`config.mk`:
```
export PLATFORM = sky130hd
export DESIGN_NAME = uart_rx_fifo_flat
export DESIGN_NICKNAME = d
export VERILOG_FILES = /design/src/rtl/uart_rx_fifo_if.sv /design/src/rtl/uart_rx_fifo.sv /design/src/flat_wrapper.sv
export SDC_FILE = /design/constraint.sdc
export NUM_CORES = 1
export LEC_CHECK = 0
export BUFFER_PORTS_ARGS = -buffer_cell sky130_fd_sc_hd__buf_2
export CAP_MARGIN = 20
export CORE_UTILIZATION = 65
export CTS_BUF_LIST = sky130_fd_sc_hd__clkbuf_16
export DETAILED_ROUTE_END_ITERATION = 8
export PLACE_DENSITY = 0.83
export SYNTH_ARGS = -nofsm -noshare
export SYNTH_HDL_FRONTEND = slang
export SYNTH_SLANG_ARGS = --single-unit
```
`constraint.sdc`:
```
create_clock -name Clk -period 4.9 [get_ports Clk]
set_input_delay 0.245 -clock Clk [delete_from_list [all_inputs] [get_ports Clk]]
set_output_delay 0.245 -clock Clk [all_outputs]
set_load 0.05 [all_outputs]
```
`src/rtl/uart_rx_fifo_if.sv`:
```
// Host-side pop/status interface of the UART receiver FIFO.
// The receiver drives the slave side; the host consumer uses the master side.
interface uart_rx_fifo_if #(
    parameter int DATA_BITS  = 8,
    parameter int FIFO_WIDTH = 4
);
    logic                  Pop_Data;
    logic                  Clr_Overflow;
    logic [DATA_BITS-1:0]  Data_Out;
    logic [2:0]            Rx_Error;
    logic                  Data_Rdy;
    logic                  FIFO_Empty;
    logic                  FIFO_Full;
    logic                  FIFO_Overflow;
    logic [FIFO_WIDTH:0]   FIFO_Count;
    logic                  RTS;
    logic                  Rx_Busy;

    modport slave (
        input  Pop_Data, Clr_Overflow,
        output Data_Out, Rx_Error, Data_Rdy, FIFO_Empty, FIFO_Full,
               FIFO_Overflow, FIFO_Count, RTS, Rx_Busy
    );

    modport master (
        output Pop_Data, Clr_Overflow,
        input  Data_Out, Rx_Error, Data_Rdy, FIFO_Empty, FIFO_Full,
               FIFO_Overflow, FIFO_Count, RTS, Rx_Busy
    );
endinterface

```
`src/rtl/uart_rx_fifo.sv`:
```
// Oversampling UART receiver with parity/frame/break detection, a
// first-word-fall-through receive FIFO and threshold-driven RTS.
module uart_rx_fifo #(
    parameter int CLK_RATE      = 100000000,
    parameter int BAUD_RATE     = 9600,
    parameter int OVERSAMPLE    = 16,
    parameter int DATA_BITS     = 8,
    parameter int STOP_BITS     = 2,
    parameter int FIFO_WIDTH    = 4,
    parameter int RTS_THRESHOLD = 12
) (
    input  logic          Clk,
    input  logic          Rst,
    input  logic          Rx,
    input  logic [1:0]    Parity_Mode,
    uart_rx_fifo_if.slave host
);
    localparam int DIV_RAW = CLK_RATE / (BAUD_RATE * OVERSAMPLE);
    localparam int DIV     = (DIV_RAW < 1) ? 1 : DIV_RAW;
    localparam int DIV_W   = $clog2(DIV + 1);
    localparam int SAMP_W  = $clog2(OVERSAMPLE);
    localparam int DEPTH   = 1 << FIFO_WIDTH;
    localparam int ENTRY_W = DATA_BITS + 3;

    typedef enum logic [2:0] {S_IDLE, S_START, S_DATA, S_PARITY, S_STOP} state_t;

    function automatic logic calc_parity(input logic [DATA_BITS-1:0] d);
        return ^d;
    endfunction

    state_t                 state_q;
    logic [DIV_W-1:0]       div_q;
    logic [SAMP_W-1:0]      samp_q;
    logic [3:0]             bit_q;
    logic [DATA_BITS-1:0]   shreg_q;
    logic [1:0]             mode_q;
    logic                   brk_q, frame_q, par_err_q;
    logic                   rx_meta_q, rx_sync_q, rx_prev_q;
    logic                   busy_q, push_q, rts_q, ovf_q;
    logic [ENTRY_W-1:0]     push_entry_q;
    logic [ENTRY_W-1:0]     mem_q [DEPTH];
    logic [FIFO_WIDTH-1:0]  wr_ptr_q, rd_ptr_q;
    logic [FIFO_WIDTH:0]    count_q, count_d;
    logic                   tick_s, par_en_s, stop_brk_s, stop_frm_s;
    logic                   empty_s, full_s, pop_s, push_ok_s, ovf_set_s;
    logic [ENTRY_W-1:0]     stop_entry_s, head_s;

    // Two-flop synchroniser plus one history flop for falling-edge detection.
    always_ff @(posedge Clk or negedge Rst) begin
        if (!Rst) begin
            rx_meta_q <= 1'b1;
            rx_sync_q <= 1'b1;
            rx_prev_q <= 1'b1;
        end else begin
            rx_meta_q <= Rx;
            rx_sync_q <= rx_meta_q;
            rx_prev_q <= rx_sync_q;
        end
    end

    // Free-running oversample tick divider.
    always_ff @(posedge Clk or negedge Rst) begin
        if (!Rst) begin
            div_q <= '0;
        end else if (div_q == DIV_W'(DIV - 1)) begin
            div_q <= '0;
        end else begin
            div_q <= div_q + DIV_W'(1);
        end
    end

    // Break needs the first stop bit low too; with one stop bit that is the last sample.
    always_comb begin
        tick_s     = (div_q == DIV_W'(DIV - 1));
        par_en_s   = (mode_q == 2'b01) || (mode_q == 2'b10);
        stop_frm_s = frame_q | ~rx_sync_q;
        if (bit_q == 4'd0) begin
            stop_brk_s = brk_q & ~rx_sync_q;
        end else begin
            stop_brk_s = brk_q;
        end
        if (stop_brk_s) begin
            stop_entry_s = {3'b001, {DATA_BITS{1'b0}}};
        end else begin
            stop_entry_s = {stop_frm_s, par_err_q, 1'b0, shreg_q};
        end
    end

    // Deframing FSM; Rx_Busy and the push strobe are registered here.
    always_ff @(posedge Clk or negedge Rst) begin
        if (!Rst) begin
            state_q      <= S_IDLE;
            samp_q       <= '0;
            bit_q        <= 4'd0;
            shreg_q      <= '0;
            mode_q       <= 2'b00;
            brk_q        <= 1'b0;
            frame_q      <= 1'b0;
            par_err_q    <= 1'b0;
            busy_q       <= 1'b0;
            push_q       <= 1'b0;
            push_entry_q <= '0;
        end else begin
            push_q <= 1'b0;
            case (state_q)
                S_IDLE: begin
                    if (rx_prev_q && !rx_sync_q) begin
                        state_q <= S_START;
                        samp_q  <= '0;
                        busy_q  <= 1'b1;
                    end
                end
                S_START: begin
                    if (tick_s) begin
                        if (samp_q == SAMP_W'(OVERSAMPLE / 2 - 1)) begin
                            samp_q <= '0;
                            if (rx_sync_q) begin
                                state_q <= S_IDLE;
                                busy_q  <= 1'b0;
                            end else begin
                                state_q   <= S_DATA;
                                mode_q    <= Parity_Mode;
                                bit_q     <= 4'd0;
                                brk_q     <= 1'b1;
                                frame_q   <= 1'b0;
                                par_err_q <= 1'b0;
                            end
                        end else begin
                            samp_q <= samp_q + SAMP_W'(1);
                        end
                    end
                end
                S_DATA: begin
                    if (tick_s) begin
                        if (samp_q == SAMP_W'(OVERSAMPLE - 1)) begin
                            samp_q  <= '0;
                            shreg_q <= {rx_sync_q, shreg_q[DATA_BITS-1:1]};
                            brk_q   <= brk_q & ~rx_sync_q;
                            if (bit_q == 4'(DATA_BITS - 1)) begin
                                bit_q   <= 4'd0;
                                state_q <= par_en_s ? S_PARITY : S_STOP;
                            end else begin
                                bit_q <= bit_q + 4'd1;
                            end
                        end else begin
                            samp_q <= samp_q + SAMP_W'(1);
                        end
                    end
                end
                S_PARITY: begin
                    if (tick_s) begin
                        if (samp_q == SAMP_W'(OVERSAMPLE - 1)) begin
                            samp_q  <= '0;
                            brk_q   <= brk_q & ~rx_sync_q;
                            state_q <= S_STOP;
                            bit_q   <= 4'd0;
                            if (mode_q == 2'b01) begin
                                par_err_q <= calc_parity(shreg_q) ^ rx_sync_q;
                            end else begin
                                par_err_q <= ~(calc_parity(shreg_q) ^ rx_sync_q);
                            end
                        end else begin
                            samp_q <= samp_q + SAMP_W'(1);
                        end
                    end
                end
                S_STOP: begin
                    if (tick_s) begin
                        if (samp_q == SAMP_W'(OVERSAMPLE - 1)) begin
                            samp_q <= '0;
                            if (bit_q == 4'(STOP_BITS - 1)) begin
                                state_q      <= S_IDLE;
                                busy_q       <= 1'b0;
                                push_q       <= 1'b1;
                                push_entry_q <= stop_entry_s;
                            end else begin
                                frame_q <= stop_frm_s;
                                brk_q   <= stop_brk_s;
                                bit_q   <= bit_q + 4'd1;
                            end
                        end else begin
                            samp_q <= samp_q + SAMP_W'(1);
                        end
                    end
                end
                default: begin
                    state_q <= S_IDLE;
                    busy_q  <= 1'b0;
                end
            endcase
        end
    end

    // A push into a full FIFO only succeeds when a pop frees a slot in the same cycle.
    always_comb begin
        empty_s   = (count_q == '0);
        full_s    = (count_q == (FIFO_WIDTH+1)'(DEPTH));
        pop_s     = host.Pop_Data && !empty_s;
        push_ok_s = push_q && (!full_s || pop_s);
        ovf_set_s = push_q && full_s && !pop_s;
        head_s    = mem_q[rd_ptr_q];
        case ({push_ok_s, pop_s})
            2'b10:   count_d = count_q + (FIFO_WIDTH+1)'(1);
            2'b01:   count_d = count_q - (FIFO_WIDTH+1)'(1);
            default: count_d = count_q;
        endcase
    end

    // FIFO storage array.
    always_ff @(posedge Clk) begin
        if (push_ok_s) begin
            mem_q[wr_ptr_q] <= push_entry_q;
        end
    end

    // FIFO pointers, count, sticky overflow and registered RTS.
    always_ff @(posedge Clk or negedge Rst) begin
        if (!Rst) begin
            wr_ptr_q <= '0;
            rd_ptr_q <= '0;
            count_q  <= '0;
            ovf_q    <= 1'b0;
            rts_q    <= 1'b1;
        end else begin
            if (push_ok_s) begin
                wr_ptr_q <= wr_ptr_q + FIFO_WIDTH'(1);
            end
            if (pop_s) begin
                rd_ptr_q <= rd_ptr_q + FIFO_WIDTH'(1);
            end
            count_q <= count_d;
            if (ovf_set_s) begin
                ovf_q <= 1'b1;
            end else if (host.Clr_Overflow) begin
                ovf_q <= 1'b0;
            end
            rts_q <= (count_q < (FIFO_WIDTH+1)'(RTS_THRESHOLD));
        end
    end

    assign host.Data_Out      = empty_s ? '0 : head_s[DATA_BITS-1:0];
    assign host.Rx_Error      = empty_s ? 3'b000 : head_s[ENTRY_W-1:DATA_BITS];
    assign host.Data_Rdy      = !empty_s;
    assign host.FIFO_Empty    = empty_s;
    assign host.FIFO_Full     = full_s;
    assign host.FIFO_Overflow = ovf_q;
    assign host.FIFO_Count    = count_q;
    assign host.RTS           = rts_q;
    assign host.Rx_Busy       = busy_q;
endmodule

```
`src/flat_wrapper.sv`:
```
// flat-port wrapper written by rule: the top's interface ports become plain ports
module uart_rx_fifo_flat 
#(
    parameter int CLK_RATE      = 100000000,
    parameter int BAUD_RATE     = 9600,
    parameter int OVERSAMPLE    = 16,
    parameter int DATA_BITS     = 8,
    parameter int STOP_BITS     = 2,
    parameter int FIFO_WIDTH    = 4,
    parameter int RTS_THRESHOLD = 12
)
  (Clk, Rst, Rx, Parity_Mode, host_Pop_Data, host_Clr_Overflow, host_Data_Out, host_Rx_Error, host_Data_Rdy, host_FIFO_Empty, host_FIFO_Full, host_FIFO_Overflow, host_FIFO_Count, host_RTS, host_Rx_Busy);
  uart_rx_fifo_if #(.DATA_BITS(DATA_BITS), .FIFO_WIDTH(FIFO_WIDTH)) host_i ();
  input  logic Clk;
  input  logic Rst;
  input  logic Rx;
  input  logic [1:0] Parity_Mode;
  input wire logic [$bits(host_i.Pop_Data)-1:0] host_Pop_Data;
  input wire logic [$bits(host_i.Clr_Overflow)-1:0] host_Clr_Overflow;
  output wire logic [$bits(host_i.Data_Out)-1:0] host_Data_Out;
  output wire logic [$bits(host_i.Rx_Error)-1:0] host_Rx_Error;
  output wire logic [$bits(host_i.Data_Rdy)-1:0] host_Data_Rdy;
  output wire logic [$bits(host_i.FIFO_Empty)-1:0] host_FIFO_Empty;
  output wire logic [$bits(host_i.FIFO_Full)-1:0] host_FIFO_Full;
  output wire logic [$bits(host_i.FIFO_Overflow)-1:0] host_FIFO_Overflow;
  output wire logic [$bits(host_i.FIFO_Count)-1:0] host_FIFO_Count;
  output wire logic [$bits(host_i.RTS)-1:0] host_RTS;
  output wire logic [$bits(host_i.Rx_Busy)-1:0] host_Rx_Busy;
  assign host_i.Pop_Data = host_Pop_Data;
  assign host_i.Clr_Overflow = host_Clr_Overflow;
  assign host_Data_Out = host_i.Data_Out;
  assign host_Rx_Error = host_i.Rx_Error;
  assign host_Data_Rdy = host_i.Data_Rdy;
  assign host_FIFO_Empty = host_i.FIFO_Empty;
  assign host_FIFO_Full = host_i.FIFO_Full;
  assign host_FIFO_Overflow = host_i.FIFO_Overflow;
  assign host_FIFO_Count = host_i.FIFO_Count;
  assign host_RTS = host_i.RTS;
  assign host_Rx_Busy = host_i.Rx_Busy;
  uart_rx_fifo #(.CLK_RATE(CLK_RATE), .BAUD_RATE(BAUD_RATE), .OVERSAMPLE(OVERSAMPLE), .DATA_BITS(DATA_BITS), .STOP_BITS(STOP_BITS), .FIFO_WIDTH(FIFO_WIDTH), .RTS_THRESHOLD(RTS_THRESHOLD)) u_core (.Clk(Clk), .Rst(Rst), .Rx(Rx), .Parity_Mode(Parity_Mode), .host(host_i));
endmodule
```
* Yosys cells after proc, flatten, opt, wreduce, memory -nomap -nowiden
Memories as Yosys holds them, arrays and structs flattened.
Cells that the tools add are included.
** Storage, ports and cells
- Memory bits (writable) :: 176
- Logic and storage cells :: 174
- Memories kept :: 1
- Register bits after elaboration :: 65
** Operators by class
- $add $sub $neg :: 7
- Muxes and demuxes :: 74
- Magnitude comparators :: 1
- Equality and inequality tests :: 31
- Reduce and logical (&&, ||, !) cells :: 34
- Bitwise gates (word level) :: 6
** Memory list
- u_core.mem_q :: words 16, bits a word 11, read ports 1, clocked after Yosys merged registers in 0, wr ports 1, line uart_rx_fifo.sv:41 : logic [ENTRY_W-1:0] mem_q [DEPTH];
** Operator list (number)
- two-way mux 4 bit :: 16
- two-way mux 3 bit :: 13
- two-way mux 1 bit :: 33
- inequality test 2 x 1 -> 1 bit, second input constant :: 15
- AND reduction 11 bit :: 2
- adder 4 x 1 -> 4 bit, second input constant :: 4
- case mux 4 bit (4 select lines) :: 1
- case mux 3 bit (5 select lines) :: 1
- case mux 4 bit (3 select lines) :: 1
- AND reduction 4 bit :: 3
- two-way mux 11 bit :: 1
- adder 10 x 1 -> 10 bit, second input constant :: 1
- == test 10 bit, second input constant :: 1
- two-way mux 10 bit :: 1
- case mux 5 bit (2 select lines) :: 1
- AND reduction 9 bit :: 1
- == test 4 x 3 -> 1 bit, second input constant :: 2
- two-way mux 8 bit :: 1
- AND reduction 8 bit :: 1
- nonzero test 2 bit :: 4
- parity 8 bit :: 1
- AND reduction 7 bit :: 1
- == test 3 x 2 -> 1 bit, second input constant :: 2
- AND reduction 6 bit :: 1
- 30 further kinds :: 45

* Depth between registers and ports, before layout
Gate-level depths: netlist of run 1.
- Word-level depth :: 7
- Gate-level depth with buffers :: 15

* Least setup slack after synthesis of run 1
No wires, ideal clock.
- Kind :: register to register
- Start point :: reg u_core.count_q[1] (netlist: u_core.host.FIFO_Count[1])
- End point :: reg u_core.count_q[4] (netlist: u_core.host.FIFO_Count[4])
- Clock period less this slack :: 3.337 ns
- Library setup time :: 0.082 ns
- Buffers on the path :: 3
- Data arrival time :: 3.254 ns
- Stages on the path, launching flop included :: 16
- Slack :: 1.563 ns
- Cell sequence :: dfrtp_1 clkbuf_1 nor4_1 nand2_1 o21a_1 clkbuf_1 inv_1 ha_1 clkbuf_1 xor2_1 ha_1 a21boi_0 o221ai_1 a21o_1 a21oi_1 xor2_1
** On the way
- Cells in the longest elaborated chain, start to end :: 7
** Ends and longest elaborated chain
- from (decl) :: line uart_rx_fifo.sv:43 : logic [FIFO_WIDTH:0] count_q, count_d;
- from (signal assigned) :: line uart_rx_fifo.sv:231 : count_q <= count_d;
- zero test 5 bit :: line uart_rx_fifo.sv:196 : empty_s = (count_q == '0);
- zero test 1 bit :: line uart_rx_fifo.sv:198 : pop_s = host.Pop_Data && !empty_s;
- logical AND 1 bit :: line uart_rx_fifo.sv:198
- logical OR 1 bit :: line uart_rx_fifo.sv:199 : push_ok_s = push_q && (!full_s || pop_s);
- logical AND 1 bit :: line uart_rx_fifo.sv:199
- == test 2 x 1 -> 1 bit or == test 2 bit (tied branches) :: line uart_rx_fifo.sv:202 : case ({push_ok_s, pop_s})
- case mux 5 bit (2 select lines) or nonzero test 2 bit (tied branches)
Several ways; a longest one is shown, not always the timed one.
A chain may end at the register's enable or synchronous reset.

* Worst setup path after layout of run 1
Same ends and word-level chain as after synthesis.

==> results.md, run 1 <==
* Row cnt at 45
* Non-Filler Instances at just under 900
* P per Cell Area at 454.0 nW/um^2
* CP required at 5.32 ns
* Yosys warnings at 0
* CP Capture Type: flop
* Antenna violations before repair at 1
* Placed cell area at 10,530 sq um
* Top cells by area, synth: edfxtp_1 52%, dfrtp_1 15%, mux4_2 12%
* Register area share after synthesis at 0.6808
* Worst-path clk slew at approximately 0.07 ns
* VDD IR max at 0.2805 mV
* WHS Endpoint: u_core.rd_ptr_q[0]
* Placer congestion estimate at 0.8726
* First-pass GRT wire length at 32.53 mm
* Routed wire length at 22.38 mm
* Top-count cell post-synth: edfxtp_1
* DR pass1 iterations at 5
* Most common flop cell mapped by yosys: edfxtp_1
* Cell area after layout at 11,300 sq um
* CTS Buffer Depth at 3
* PnR worst setup slack at roughly 0.90 ns
* Post-Syn Area at just over 10,000 sq um
* IO Port Bufs at 28
* Synth async-reset ratio at 0.2697
* Die Y at 127.0 microns
* Worst Hold Class: in -> reg
* Worst-case reg-to-reg path depth at 12
* Final HPWL DP at between 10 and 15 mm
* RSZ-0062 raised after global routing: false
* FF-to-FF End: u_core.host.FIFO_Count[4]
* Num CTS Buffers at 23
* Routed via count at 5,768
* Final hold vios at 0
* Total Neg Setup Slack at 0 ns
* # placed instances at 816
* Postcts setup bufs at 0
* Lkg Pwr at 4.644 nW
* Initial Util at 0.6683
* Fin util at 0.7432
* Largest net degree at the start of global routing at 66
* 1st-iter DRT viols at 688
* Fin nets at 683
* I/O pins at 29
* Critical path class: reg -> reg
* Hold path depth at 3
* Crit path max fanout at 10
* Htree depth at 1
* Slew headroom at 0.2413
* Area leader, netlist: edfxtp_1
* Max Fclk at 249.8 MHz
* # setup viols final at 0
* Final period util at 0.8169
* Hold Path Origin: host_Pop_Data
* PostCTS Resize Cnt at 0
* Mean Syn Cell Area at 16.55 sq um
* Total GRT Usage at 0.2728
* CTS tree: built
* Vias in the first global route at 5,720
* Syn-to-layout area delta at 11.21%
* Worst-Margin Slew at 1.134 ns
* Grt ovf at 0
* Worst-case clock skew at 0.01031 ns
* Root Driver: clkbuf_16
* Post-layout min period at 4.003 ns
* Slew Limit Fails at 0
* Crit start category: flop
* Die ar. at 16,130 sq um
* Yosys reg bits at approximately 240
* Post-synth EDFFs at 176
* Critical Path AT at 4.42 ns
* Via-per-instance ratio at 6.668
* Remaining DRCs at 0
* Max-cap violations at 0
* Flop2flop setup slack at 0.90 ns
* Reg2reg start: u_core.host.FIFO_Count[1]
* Commonest cells post-synth: 176 x edfxtp_1, 61 x dfrtp_1, 55 x mux4_2
* Number of fillers in the final layout at between 800 and 900
* Synthesized Nets at 637
* Die Width at 127.0 microns
* Fraction of layout instances using a drive strength above 1 at 0.2186
* Outcome: completed
* Placeable Area at 15,200 sq um
* CTS Sinks at between 200 and 250
* Setup WS pre-CTS at 1.532 ns
* Wire per inst at 25.88 microns
* N_diodes at 0
* Syn Inst Count at 614
* Antenna-violating nets left at 0
* Synth unique cells at 60
* Synth top area share at 0.5202
* Clk_lat worst skew at 0.51 ns
layout make-up:
type / instances / area, sq um / area share
well taps: 188 / 235.2 / 0.02082
inverters: 15 / 56.30 / 0.004983
multi-input cells: 328 / 3059 / 0.2708
flip-flops and latches: 241 / 6919 / 0.6124
clock inverters: 19 / 112.6 / 0.009967
repair buffers: 51 / 340.3 / 0.03012
clock buffers: 23 / 575.6 / 0.05094
worst max path at each step:
| stage | slack, ns | from | to |
|---|---|---|---|
| 2_1_floorplan | 1.56 | u_core.host.FIFO_Count[1] | u_core.host.FIFO_Count[4] |
| 3_3_place_gp | 1.82 | u_core.host.FIFO_Count[2] | u_core.host.FIFO_Count[4] |
| 3_5_place_dp | 1.53 | u_core.host.FIFO_Count[1] | u_core.host.FIFO_Count[4] |
| 4_1_cts | 1.29 | u_core.rd_ptr_q[0] | host_Data_Out[6] |
| 5_1_grt | 0.70 | u_core.host.FIFO_Count[1] | u_core.host.FIFO_Count[4] |
| 6_report | 0.90 | u_core.host.FIFO_Count[1] | u_core.host.FIFO_Count[4] |
per-stage QoR:
step	hold slack [ns]	total power, mW
global placement	0.3513	3.423
detailed placement	0.3468	3.474
global route	0.3180	5.309
CTS	0.3070	5.096
floorplan	-0.05059	3.254
finish	0.3372	5.130
cells by family (layout without fill, tap and decap cells):
logic type,count (synthesis),in the layout,synth area share
muxes,67,67,0.1378
adders and majority gates,16,16,0.01970
and+or+nand+nor,155,155,0.07771
buffers and inverters,45,108,0.01810
xor gates and xnor gates,31,31,0.02672
AOI/OAI and AO/OA,59,59,0.03916
DFF,241,241,0.6808
report_power, final:
group | switching [mW] | internal (mW)
clock network | 0.738 | 0.906
logic | 0.562 | 0.415
registers | 0.257 | 2.25
critical path, stage by stage, from the launching register on:
cell and delay (ns):
dfrtp_1 0.49, nor4_1 0.67, nand2_1 0.23, o21a_1 0.35, inv_1 0.16, ha_1 0.41, xor2_1 0.20, ha_1 0.25
a21boi_0 0.28, o221ai_1 0.21, a21o_1 0.22, a21oi_1 0.24, xor2_1 0.20
flip-flops by register name, indices dropped and copies added (netlist names), 2 cells and up:
register,flops
u_core.bit_q,4
u_core.div_q,10
u_core.host.FIFO_Count,5
u_core.mem_q,176
u_core.mode_q,2
u_core.push_entry_q,11
u_core.rd_ptr_q,4
u_core.samp_q,4
u_core.shreg_q,8
u_core.state_q,3
u_core.wr_ptr_q,4
per-layer routing:
| layer | up-vias | GRT usage | wire length, microns |
|---|---|---|---|
| met2 | 343 | 0.4570 | 11470 |
| met1 | 2926 | 0.3759 | 8365 |
| li1 | 2455 | - | - |
| met3 | 44 | 0.05193 | 1970 |
| met5 | - | 0 | 0 |
| met4 | 0 | 0.07003 | 572 |
cells in the final DEF, fill, tap and decap left out, types with 19 or more instances in the layout:
cell / Yosys / routed
dfrtp_1: 61 / 59
nand2_1: 50 / 50
nor2_1: 27 / 27
nand3_1: 19 / 19
mux4_2: 55 / 55
inv_1: 15 / 22
xnor2_1: 20 / 20
clkbuf_16: 0 / 23
edfxtp_1: 176 / 176
buf_2: 9 / 28
repair_timing:
| item | CTS | global route |
|---|---|---|
| endpoints found under the hold margin | 65 | 0 |
| endpoints found under the setup margin | 0 | 0 |
| hold buffers | 6 | 0 |
Note: power is estimated with default switching activity, not from simulation.
==> inputs of run 2 (changes only) <==
Settings changed: CORE_UTILIZATION 65 to 62, PLACE_DENSITY 0.83 to 0.79.
Clock period 4.9 ns to 4.1 ns, I/O delays scaled along.
==> results.md, run 2 (same netlist as run 1, synthesis figures left out) <==
* DR pass1 iterations at 6 (+1)
* Sw power at 1.788 mW (+15%)
* Slew headroom at 0.2681 (+0.02683)
* Postcts setup bufs at 0 (unchanged)
* Initial Util at 0.6373 (-0.03105)
* Worst-case reg-to-reg path depth at 12 (unchanged)
* Seq. cell area at 6919 sq um (unchanged)
* Clk_lat worst skew at 0.50 ns (about the same)
* Via-per-instance ratio at 6.152 (-7.7%)
* Combinational fraction of design power at 0.190 (about the same)
* Commonest non-fill, non-tap cell in the layout: edfxtp_1
* Largest register FFs at 176 (unchanged)
* PnR worst setup slack at 0.8100 ns (-0.08714 ns)
* Remaining DRCs at 0 (unchanged)
* Worst-case clock skew at 0.009569 ns (-0.0007416 ns)
* P per Cell Area at 533.3 nW/um^2 (+17%)
* IO Port Bufs at 28 (unchanged)
* Fraction of layout instances using a drive strength above 1 at 0.2209 (+0.002302)
* Number of fillers in the final layout at 978 (+13%)
* Setup WS pre-CTS at 0.8930 ns (-0.6394 ns)
* Clock share of power at 0.320 (about the same)
* First-pass GRT wire length at 30.42 mm (-6.5%)
* Critical path class: reg -> reg
* Worst-path clk slew at 0.06 ns (about the same)
* Largest registers: u_core.mem_q x176, u_core.push_entry_q x11, u_core.div_q x10
* Syn-to-layout area delta at 11.99%
* Die Width at 130.0 microns (+2.4%)
* Multi-input combinational cell area at 3079 sq um (+0.65%)
* Htree depth at 1 (unchanged)
* Die ar. at 16,900 sq um (+4.8%)
* VDD IR max at 0.5747 mV (+100%)
* Largest net degree at the start of global routing at 48 (-27%)
* Most frequent cells in the layout: 176 x edfxtp_1, 59 x dfrtp_1, 55 x mux4_2
* Total Neg Setup Slack at 0 ns (unchanged)
* Total GRT Usage at 0.2459 (-0.02690)
* CTS tree: built
* Worst Hold Class: in -> async
* Cell area after layout at 11,380 sq um (+0.71%)
* # setup viols final at 0 (unchanged)
* Crit start category: flop
* Routed via count at 5,506 (-4.5%)
* # placed instances at 841 (+3.1%)
* Worst-Margin Slew at 1.094 ns (-0.04010 ns)
* CP Capture Type: flop
* Worst path depth at 12 (unchanged)
* Row cnt at 46 (+2.2%)
* Crit-path slowest cell: dfrtp_1
* Vias in the first global route at 5,416 (-5.3%)
* Final HPWL DP at 11.78 mm (-5.6%)
* Outcome: completed
* WP buf/inv at 1 (unchanged)
* Sw Share at 0.2946 (-0.008941)
* Crit path max fanout at 14 (+4)
* Wire per inst at 22.04 microns (-15%)
* Placeable Area at 15,940 sq um (+4.9%)
* Placer congestion estimate at 0.8874 (+1.7%)
* Critical Path AT at 3.72 ns (-0.70 ns)
* Grt ovf at 0 (unchanged)
* Post-layout min period at 3.290 ns (-0.7129 ns)
* Routed wire length at 19.73 mm (-12%)
* Final hold vios at 0 (unchanged)
* Slew Limit Fails at 0 (unchanged)
* Num CTS Buffers at 24 (+4.3%)
* Placed cell area at 10,580 sq um (+0.43%)
* Max-cap violations at 0 (unchanged)
* CP required at 4.53 ns (-0.79 ns)
* Antenna violations before repair at 0 (-1)
* P_int at 4.280 mW (+20%)
* Root Driver: clkbuf_16
* RSZ-0062 raised after global routing: false
* Antenna-violating nets left at 0 (unchanged)
* 1st-iter DRT viols at 444 (-35%)
* Fin nets at 684 (+0.15%)
* I/O pins at 29 (unchanged)
* Lkg Pwr at 4.690 nW (+0.97%)
* Seq pwr share at 0.490 (about the same)
* Top reg by flops: u_core.mem_q
* N_diodes at 0 (unchanged)
* Max Fclk at 304.0 MHz (+22%)
* Final period util at 0.8024 (-0.01447)
* Crit path max-delay family: compound AO/OA/AOI/OAI gates
* CTS Sinks at 241 (unchanged)
* CP cell instances: nor4_1, nor2b_1, buf_4, nor2b_1, ha_1, xor2_1, ha_1, a21boi_0, o221ai_1, a21o_1, a21oi_1, xor2_1
* Non-Filler Instances at 895 (+3.5%)
* Die Y at 130.0 microns (+2.4%)
* CTS Buffer Depth at 3 (unchanged)
* Crit path largest cell delay at 0.51 ns (-0.16 ns)
## run 2: cell types whose count changed in the layout (fill, tap and decap cells not counted), moves of 3 or more
cell	previous run	this run
buf_4	16	13
buf_6	0	3
nor3_1	8	4
nor3_2	1	5
## run 2: cell type report
cell class              count  area share
flip-flops and latches    241      0.6081
multi-input cells         328      0.2706
clock buffers              25     0.05498
repair buffers             51     0.03090
well taps                 216     0.02375
clock inverters            19    0.006708
inverters                  15    0.004948
## run 2: worst reg2reg max path, stage by stage, from the launching register on
cell and delay [ns]:
dfrtp_1 0.51, nor4_1 0.10, nor2b_1 0.14, buf_4 0.20, nor2b_1 0.44, ha_1 0.49, xor2_1 0.19, ha_1 0.21
a21boi_0 0.18, o221ai_1 0.18, a21o_1 0.22, a21oi_1 0.18, xor2_1 0.17
## run 2: power groups by stage
stage | combinational (mW) | clock [mW] | sequential, mW
after floorplan | 0.951 | 0 | 2.94
after global placement | 1.12 | 0 | 3.00
after detailed placement | 1.15 | 0 | 3.02
after CTS | 1.16 | 1.98 | 2.97
after global routing | 1.26 | 2.07 | 3.00
final | 1.15 | 1.94 | 2.98
## run 2: worst paths after layout
check / startpoint / to / slack, ns
worst min-delay path: Rst / u_core.host.FIFO_Count[4] / 0.22
worst min register to register: u_core.rx_meta_q / u_core.rx_sync_q / 0.36
min in group Clk: host_Pop_Data / u_core.rd_ptr_q[0] / 0.23
worst max-delay path: u_core.host.FIFO_Count[2] / u_core.host.FIFO_Count[4] / 0.81
max in group asynchronous: Rst / u_core.push_entry_q[6] / 2.95
worst max register to register: u_core.host.FIFO_Count[2] / u_core.host.FIFO_Count[4] / 0.81
## run 2: repair_timing
item	in CTS	in global routing
resized for setup	0	0
endpoints found under the hold margin	25	0
hold buffers	6	0
## run 2: stage by stage
step	power (mW)	util	hold slack, ns
after floorplan	3.888	-	-0.09059
after global placement	4.120	0.6633	0.1858
after detailed placement	4.169	0.6633	0.2041
after CTS	6.111	0.7111	0.2057
after global routing	6.323	0.7137	0.2363
final	6.068	0.7137	0.2159
## run 2: layer usage
layer  global-route usage  vias up  part of all wire
li1                     -     2454                 -
met1               0.3358     2803              0.40
met2               0.4140      220              0.51
met3              0.04592       29             0.076
met4              0.06293        0             0.015
met5                    0        -                 0
==> inputs of run 3 (changes only) <==
Clock period 4.1 ns to 3.4 ns, I/O delays scaled along.
==> results.md, run 3 (same netlist as run 1, synthesis figures left out) <==
* CP required at 3.84 ns (-0.69 ns)
* Crit path max fanout at 10 (-4)
* Post-layout min period at 3.174 ns (-0.1163 ns)
* Largest registers: u_core.mem_q x176, u_core.push_entry_q x11, u_core.div_q x10
* Final hold vios at 0 (unchanged)
* Wire per inst at 22.75 microns (+3.2%)
* Die Y at 130.0 microns (unchanged)
* Outcome: completed
* Max-cap violations at 0 (unchanged)
* I/O pins at 29 (unchanged)
* Worst-case clock skew at 0.005661 ns (-0.003908 ns)
* Largest net degree at the start of global routing at 47 (-2.1%)
* Routed via count at 5,545 (+0.71%)
* CTS tree: built
* Crit start category: flop
* VDD IR max at 0.6506 mV (+13%)
* Multi-input combinational cell area at 3082 sq um (about the same)
* # setup viols final at 0 (unchanged)
* Worst-path clk slew at 0.06 ns (about the same)
* Root Driver: clkbuf_16
* Final period util at 0.9335 (+0.1310)
* Clk_lat worst skew at 0.51 ns (about the same)
* RSZ-0062 raised after global routing: false
* CTS Buffer Depth at 3 (unchanged)
* Lkg Pwr at 4.740 nW (+1.1%)
* Slew headroom at 0.3687 (+0.1006)
* N_diodes at 0 (unchanged)
* Final HPWL DP at 12.36 mm (+4.9%)
* CP Capture Type: flop
* Via-per-instance ratio at 6.154 (about the same)
* Slew Limit Fails at 0 (unchanged)
* CTS Sinks at 241 (unchanged)
* Initial Util at 0.6373 (unchanged)
* Max Fclk at 315.1 MHz (+3.7%)
* Grt ovf at 0 (unchanged)
* Antenna-violating nets left at 0 (unchanged)
* Total GRT Usage at 0.2572 (+0.01131)
* PnR Total Power at 7.466 mW (+23%)
* Largest register FFs at 176 (unchanged)
* Placer congestion estimate at 0.8668 (-2.3%)
* Htree depth at 1 (unchanged)
* Fin nets at 691 (+1.0%)
* Placeable Area at 15,940 sq um (unchanged)
* First-pass GRT wire length at 31.57 mm (+3.8%)
* Top reg by flops: u_core.mem_q
* Seq. cell area at 6919 sq um (unchanged)
* Fraction of layout instances using a drive strength above 1 at 0.2350 (+0.01412)
* Total Neg Setup Slack at 0 ns (unchanged)
* Worst-Margin Slew at 0.9470 ns (-0.1468 ns)
* Remaining DRCs at 0 (unchanged)
* Row cnt at 46 (unchanged)
* Worst Hold Class: in -> async
* Flop2flop setup slack at 0.23 ns (-0.58 ns)
* Critical path class: reg -> reg
* Num CTS Buffers at 24 (unchanged)
* Die ar. at 16,900 sq um (unchanged)
* Vias in the first global route at 5,598 (+3.4%)
* Die Width at 130.0 microns (unchanged)
* Antenna violations before repair at 0 (unchanged)
* P per Cell Area at 651.7 nW/um^2 (+22%)
* Number of fillers in the final layout at 962 (-1.6%)
* Syn-to-layout area delta at 12.76%
* DR pass1 iterations at 4 (-2)
* Routed wire length at 20.50 mm (+3.9%)
* IO Port Bufs at 28 (unchanged)
* Commonest non-fill, non-tap cell in the layout: edfxtp_1
* 1st-iter DRT viols at 460 (+3.6%)
* Critical Path AT at 3.61 ns (-0.11 ns)
* Most frequent cells in the layout: 176 x edfxtp_1, 59 x dfrtp_1, 55 x mux4_2
==> run 3: cell count changes in the layout (fill, tap and decap cells not counted), sizes merged <==
cell / before / now
bufinv: 0 / 1
inv: 24 / 26
clkinv: 10 / 6
buf: 45 / 52
==> run 3: worst paths after layout <==
kind                                                start  cells after the start                         to
worst max-delay path            u_core.host.FIFO_Count[2]                     11  u_core.host.FIFO_Count[4]
worst min-delay path                                  Rst                      2  u_core.host.FIFO_Count[3]
worst max register to register  u_core.host.FIFO_Count[2]                     11  u_core.host.FIFO_Count[4]
worst min register to register           u_core.rx_meta_q                      0           u_core.rx_sync_q
max in group asynchronous                             Rst                      4           u_core.rx_sync_q
min in group Clk                            host_Pop_Data                      3         u_core.wr_ptr_q[0]
==> run 3: through the flow <==
| stage | hold slack [ns] | worst slack (ns) | std cells | utilization | cell area, sq um |
|---|---|---|---|---|---|
| global route | 0.04950 | 0.06820 | 901 | 0.7186 | 11460 |
| finish | 0.04187 | 0.2263 | 901 | 0.7186 | 11460 |
| CTS | 0.1543 | 0.1755 | 900 | 0.7172 | 11430 |
| floorplan | -0.1256 | 0.06346 | 614 | - | 10160 |
| detailed placement | 0.2788 | 0.2046 | 851 | 0.6680 | 10650 |
| global placement | 0.2775 | 0.4603 | 851 | 0.6680 | 10650 |
==> run 3: critical path, cell delays in order (launching register included) <==
cell,delay [ns]
dfrtp_1,0.54
nor4_1,0.10
nor2b_1,0.17
nor2b_1,0.48
ha_2,0.44
xor2_1,0.20
ha_1,0.23
a21boi_0,0.20
o221ai_1,0.18
a21o_1,0.22
a21oi_1,0.17
xor2_1,0.16
==> run 3: cell type report <==
class / count / share of cell area
Sequential cell: 241 / 0.6040
Multi-Input combinational cell: 328 / 0.2690
Clock buffer: 25 / 0.05461
Timing Repair Buffer: 58 / 0.03539
Tap cell: 216 / 0.02359
Clock inverter: 18 / 0.008519
Inverter: 15 / 0.004915
==> run 3: repair_timing <==
item                                   CTS  global route
setup endpoints to repair                0             1
buffers inserted                         0             0
hold buffers                             6             0
gates resized for setup                  0             1
endpoints found under the hold margin   48             0
==> run 3: where the power goes <==
part	leakage (nW)	switching (mW)	internal (mW)
sequential	2.87	0.347	3.25
combinational	1.47	0.818	0.618
clock	0.394	1.04	1.39
==> run 3: metal layers <==
| layer | global-route usage | share of wire | vias to the layer above |
|---|---|---|---|
| met4 | 0.08140 | 0.019 | 0 |
| met3 | 0.03977 | 0.062 | 29 |
| met5 | 0 | 0 | - |
| met2 | 0.4483 | 0.53 | 207 |
| li1 | - | - | 2473 |
| met1 | 0.3359 | 0.39 | 2836 |
